## config.mk

```make
export PLATFORM = sky130hd
export DESIGN_NAME = cdb_arbiter
export DESIGN_NICKNAME = d
export VERILOG_FILES = /design/src/rtl/cdb_arbiter.sv
export SDC_FILE = /design/constraint.sdc
export NUM_CORES = 1
export LEC_CHECK = 0
export ABC_AREA = 1
export CORE_AREA = 2 2 130 132
export CTS_BUF_LIST = sky130_fd_sc_hd__clkbuf_8
export CTS_CLUSTER_SIZE = 16
export DETAILED_ROUTE_END_ITERATION = 16
export DIE_AREA = 0 0 132 134
export DONT_BUFFER_PORTS = 1
export PLACE_DENSITY_LB_ADDON = 0.25
export SYNTH_ARGS = -nofsm -noshare
export SYNTH_HDL_FRONTEND = slang
export SYNTH_SLANG_ARGS = --single-unit
```

## constraint.sdc

```tcl
create_clock -name CLOCK_50 -period 3.75 [get_ports CLOCK_50]
set_input_delay 0 -clock CLOCK_50 [delete_from_list [all_inputs] [get_ports CLOCK_50]]
set_output_delay 0 -clock CLOCK_50 [all_outputs]
set_load 0.05 [all_outputs]
```

## src/rtl/cdb_arbiter.sv

```systemverilog
// cdb_arbiter: common-data-bus writeback stage.
// Each functional unit pushes results into its own small FIFO; one result per
// cycle is granted round-robin and broadcast as a registered (tag, data) pair.
// Slot i broadcasts tag i+1 because tag 0 means "no producer".
// Optional feature macro: CDB_ARBITER_STALL_EN adds a cdb_stall input that
// freezes arbitration while enqueues continue.
//
// Handshake: an FU result is accepted on a rising edge exactly when
// fu_valid[i] && fu_ready[i]; fu_ready depends only on the registered FIFO
// count, so an FU whose result is not accepted must hold it unchanged.
// cdb_valid is a one-cycle pulse per result and has no ready/back-pressure
// other than cdb_stall when that feature is built in.
module cdb_arbiter #(
    parameter int NUM_FU     = 3,
    parameter int DATA_W     = 32,
    parameter int TAG_W      = 2,
    parameter int FIFO_DEPTH = 2
) (
    input  logic                     CLOCK_50,
    input  logic                     RST,
    input  logic [NUM_FU-1:0]        fu_valid,
    input  logic [NUM_FU*DATA_W-1:0] fu_result,
    output logic [NUM_FU-1:0]        fu_ready,
    output logic                     cdb_valid,
    output logic [TAG_W-1:0]         cdb_tag,
    output logic [DATA_W-1:0]        cdb_data
`ifdef CDB_ARBITER_STALL_EN
    ,
    input  logic                     cdb_stall
`endif
);

    localparam int PTR_W = (NUM_FU > 1) ? $clog2(NUM_FU) : 1;
    localparam int AW    = $clog2(FIFO_DEPTH);
    localparam int CW    = $clog2(FIFO_DEPTH + 1);
    localparam logic [PTR_W:0]   NUM_FU_X = (PTR_W + 1)'(NUM_FU);
    localparam logic [PTR_W-1:0] LAST_FU  = PTR_W'(NUM_FU - 1);
    localparam logic [CW-1:0]    FULL_CNT = CW'(FIFO_DEPTH);

    // FIFO storage and bookkeeping
    logic [DATA_W-1:0] r_mem   [NUM_FU][FIFO_DEPTH];
    logic [AW-1:0]     r_head  [NUM_FU];
    logic [AW-1:0]     r_tail  [NUM_FU];
    logic [CW-1:0]     r_count [NUM_FU];
    logic [PTR_W-1:0]  r_rr_ptr;

    // Registered broadcast
    logic              r_cdb_valid;
    logic [TAG_W-1:0]  r_cdb_tag;
    logic [DATA_W-1:0] r_cdb_data;

    logic [NUM_FU-1:0] w_ready;
    logic [NUM_FU-1:0] w_not_empty;
    logic [NUM_FU-1:0] w_enq;
    logic [NUM_FU-1:0] w_deq;
    logic [PTR_W:0]    w_cand;
    logic              w_gnt_found;
    logic [PTR_W-1:0]  w_gnt_idx;
    logic              w_stall;
    logic              w_do_grant;
    logic [PTR_W-1:0]  w_rr_next;
    logic [TAG_W-1:0]  w_gnt_tag;
    logic [DATA_W-1:0] w_gnt_data;

`ifdef CDB_ARBITER_STALL_EN
    assign w_stall = cdb_stall;
`else
    assign w_stall = 1'b0;
`endif

    // Per-FIFO status from registered counts only (no dequeue bypass)
    always_comb begin
        w_ready     = '0;
        w_not_empty = '0;
        for (int i = 0; i < NUM_FU; i++) begin
            w_ready[i]     = (r_count[i] != FULL_CNT);
            w_not_empty[i] = (r_count[i] != '0);
        end
    end

    assign w_enq = fu_valid & w_ready;

    // Round-robin search: first non-empty FIFO at or after r_rr_ptr
    always_comb begin
        w_gnt_found = 1'b0;
        w_gnt_idx   = '0;
        w_cand      = '0;
        for (int k = 0; k < NUM_FU; k++) begin
            w_cand = {1'b0, r_rr_ptr} + (PTR_W + 1)'(k);
            if (w_cand >= NUM_FU_X) begin
                w_cand = w_cand - NUM_FU_X;
            end
            if (!w_gnt_found && w_not_empty[w_cand[PTR_W-1:0]]) begin
                w_gnt_found = 1'b1;
                w_gnt_idx   = w_cand[PTR_W-1:0];
            end
        end
    end

    assign w_do_grant = w_gnt_found & ~w_stall;
    assign w_rr_next  = (w_gnt_idx == LAST_FU) ? '0 : w_gnt_idx + PTR_W'(1);
    assign w_gnt_tag  = TAG_W'(w_gnt_idx) + TAG_W'(1);
    assign w_gnt_data = r_mem[w_gnt_idx][r_head[w_gnt_idx]];

    // One-hot dequeue strobe for the granted FIFO
    always_comb begin
        w_deq = '0;
        if (w_do_grant) begin
            w_deq[w_gnt_idx] = 1'b1;
        end
    end

    // FIFO payload writes; contents need no reset since pointers are reset
    always_ff @(posedge CLOCK_50) begin
        for (int i = 0; i < NUM_FU; i++) begin
            if (w_enq[i]) begin
                r_mem[i][r_tail[i]] <= fu_result[i*DATA_W +: DATA_W];
            end
        end
    end

    // FIFO pointers, counts, round-robin pointer and registered broadcast
    always_ff @(posedge CLOCK_50) begin
        if (RST) begin
            for (int i = 0; i < NUM_FU; i++) begin
                r_head[i]  <= '0;
                r_tail[i]  <= '0;
                r_count[i] <= '0;
            end
            r_rr_ptr    <= '0;
            r_cdb_valid <= 1'b0;
            r_cdb_tag   <= '0;
            r_cdb_data  <= '0;
        end else begin
            for (int i = 0; i < NUM_FU; i++) begin
                if (w_enq[i]) begin
                    r_tail[i] <= r_tail[i] + AW'(1);
                end
                if (w_deq[i]) begin
                    r_head[i] <= r_head[i] + AW'(1);
                end
                if (w_enq[i] && !w_deq[i]) begin
                    r_count[i] <= r_count[i] + CW'(1);
                end else if (!w_enq[i] && w_deq[i]) begin
                    r_count[i] <= r_count[i] - CW'(1);
                end
            end
            if (w_do_grant) begin
                r_cdb_valid <= 1'b1;
                r_cdb_tag   <= w_gnt_tag;
                r_cdb_data  <= w_gnt_data;
                r_rr_ptr    <= w_rr_next;
            end else begin
                r_cdb_valid <= 1'b0;
                r_cdb_tag   <= '0;
                r_cdb_data  <= '0;
            end
        end
    end

    assign fu_ready  = w_ready;
    assign cdb_valid = r_cdb_valid;
    assign cdb_tag   = r_cdb_tag;
    assign cdb_data  = r_cdb_data;

endmodule

```

==> reports/results.ini <==
[timing]
fmax_mhz=325.6
setup_viol=0
fin_crit_ps=3071
timing.setup.tns_ps=0
slew_violations=0
fin_skew_ps=16.24
tightest_slew_ps=738.6
hold_ws_ps=50.52
period_share=0.8190
rsz0062_at_grt=false
final-hold-violation-count=0
relSlewSlack=0.5076

[synthesis]
synth_nets=1049
synthCells=938
ys_ff_latch=241
synthDistinctLibCells=28
syn-cell-area_sq_um=9981
synth_warnings=0
synth-seq-area-share=0.6880
avgSynthCellArea_sq_um=10.64

[place]
dpl.hpwl_mm=12.75
place_congestion=0.7817
dpl_cell_area_sq_um=10190
placed_cells=1129
port_buffers=0

[worst_setup_path]
arrival_ps=3470
crit_fanout=52
crit_buf_inv=4
path_common_cell=nand2_1
startpoint_type=flip-flop
path_class=flip-flop to flip-flop
cp_cell_sequence=inv_1 > ha_1 > inv_1 > nand2_1 > nand2_1 > nand2_1 > nand2_1 > nand2_1 > o21ai_4 > buf_4 > nand2_1 > nand2_2 > buf_12 > nand2_1 > nand2_1 > nor2_1
critPathCaptureType=flip-flop
crit_path_top_delay_cell=buf_4
critPathRequiredTime_ps=4150
critPathTopFamily=simple AND/OR/NAND/NOR gates
slowest_delay_ps=410

[cells_and_area]
nNetsFinal=1160
final_common_cell=nand2_1
layout_common_cells=294 x nand2_1, 204 x edfxtp_1, 109 x nand3_1, 105 x inv_1, 99 x dlygate4sd3_1
num-fill-cells=1125
area_growth_pct=19.04
layout-drive-gt1-share=0.07799
fin_cells=1298
final_area_sq_um=11880

[grt]
grt_overflow=0
gr-usage-all-layers=0.2540
grt_pass1_vias=6726
grt_antenna_before_repair=1
grt_pass1_wl_mm=34.59
grt_max_degree=66

[route]
wl_per_cell_microns=16.99
drc=0
drt_pass1_iterations=5
ant_nets=0
via_per_inst=5.270
vias=6840
first_iter_violations=440
drt_wl_total_mm=22.05

[floorplan]
start_util=0.6127
die_h_microns=134
core_area_sq_um=16290
die_area_sq_um=17690
ioPinCount=139
die_w_microns=132
rows=47

[clocking]
clk_latency_ps=520
cts_buffer_depth=3
root_buffer=clkbuf_8
htree_levels=2
path_clk_slew_ps=60
post-cts-setup-buffers=0
cts_buffers=39
clock_sinks=241
cts_tree=built

[run_status]
status=finished clean

[min_path]
hp-class=input pin to flip-flop

[flow_run]
cap_viol_max_count=0

[state kept, by name, summed over array words and instances, names as in the netlist]
| name | flops |
|---|---|
| cdb_data | 32 |
| cdb_tag | 2 |
| cdb_valid | 1 |
| r_count | 6 |
| r_head | 3 |
| r_mem | 192 |
| r_rr_ptr | 2 |
| r_tail | 3 |
[metal layers]
| metal | routed length [microns] | global-route usage |
|---|---|---|
| met5 | 0 | 0 |
| met4 | 385 | 0.09481 |
| met3 | 1615 | 0.05820 |
| met2 | 11280 | 0.4476 |
| met1 | 8766 | 0.3074 |
[per-stage QoR]
step | utilization | setup slack, ps
floorplan | - | 859.6
global placement | 0.6259 | 830.4
detailed placement | 0.6259 | 736.6
CTS | 0.7292 | 716.1
global route | 0.7294 | 352.4
finish | 0.7294 | 678.8
[layout make-up]
class	count	area (sq um)	area share
Sequential cell	241	6867	0.5779
Multi-Input combinational cell	555	2556	0.2151
Timing Repair Buffer	115	1124	0.09457
Clock buffer	42	578.1	0.04865
Inverter	97	364.1	0.03064
Tap cell	220	275.3	0.02317
Clock inverter	27	115.1	0.009688
Antenna cell	1	2.502	0.0002106
[worst register-to-register path: stages, from the launching register on]
cell and delay (ps):
dfxtp_1 330, inv_1 80, ha_1 340, inv_1 120, nand2_1 70, nand2_1 70
nand2_1 40, nand2_1 100, nand2_1 100, o21ai_4 400, buf_4 420, nand2_1 110
nand2_2 250, buf_12 300, nand2_1 110, nand2_1 80, nor2_1 50
[cell usage after synthesis]
master | n | area, sq um
buf_4 | 4 | 30.03
nor2_2 | 1 | 6.260
inv_2 | 5 | 18.77
o31ai_1 | 2 | 15.01
xor2_1 | 2 | 17.52
buf_1 | 1 | 3.750
o21ai_2 | 1 | 8.760
clkbuf_1 | 5 | 18.77
nand2_2 | 3 | 18.77
nand2_1 | 294 | 1104
nand3b_2 | 1 | 11.26
nor2_1 | 86 | 322.8
dfxtp_1 | 37 | 740.7
nand4_1 | 2 | 12.51
nand3_1 | 109 | 545.5
nand3_2 | 1 | 10.01
ha_1 | 10 | 125.1
buf_2 | 32 | 160.2
buf_6 | 3 | 33.78
nor3_1 | 2 | 10.01
inv_1 | 92 | 345.3
nand3b_1 | 33 | 247.7
o21ai_1 | 1 | 5.000
edfxtp_1 | 204 | 6126
a21oi_1 | 2 | 10.01
xnor2_1 | 2 | 17.52
o21ai_0 | 2 | 10.01
or2_2 | 1 | 6.260
[path summary, 6_finish.rpt]
check,startpoint,to,slack (ps),cells after the start
max,r_rr_ptr[0]$_SDFFE_PP0N_,cdb_data[14]$_SDFF_PP0_,680,16
min,fu_valid[0],r_tail[0][0]$_SDFFCE_PP0P_,50,4
max reg2reg,r_rr_ptr[0]$_SDFFE_PP0N_,cdb_data[14]$_SDFF_PP0_,680,16
min reg2reg,r_rr_ptr[1]$_SDFFE_PP0N_,r_rr_ptr[1]$_SDFFE_PP0N_,530,2
[cells by family after synthesis]
group / Yosys count / share of synthesized area
flip-flops: 241 / 0.6880
AND/OR/NAND/NOR: 533 / 0.2299
XOR/XNOR: 4 / 0.003511
AO/OA/AOI/OAI: 8 / 0.004888
adder cells (fa/ha/maj): 10 / 0.01254
buffers and inverters: 142 / 0.06118
[what timing repair did]
item / CTS / global route
resized for setup: 0 / 0
endpoints found under the hold margin: 209 / 0
hold buffers: 99 / 0
Power is not shown: default switching activity piles up to over one toggle a cycle in this logic, so the estimate is an artifact.
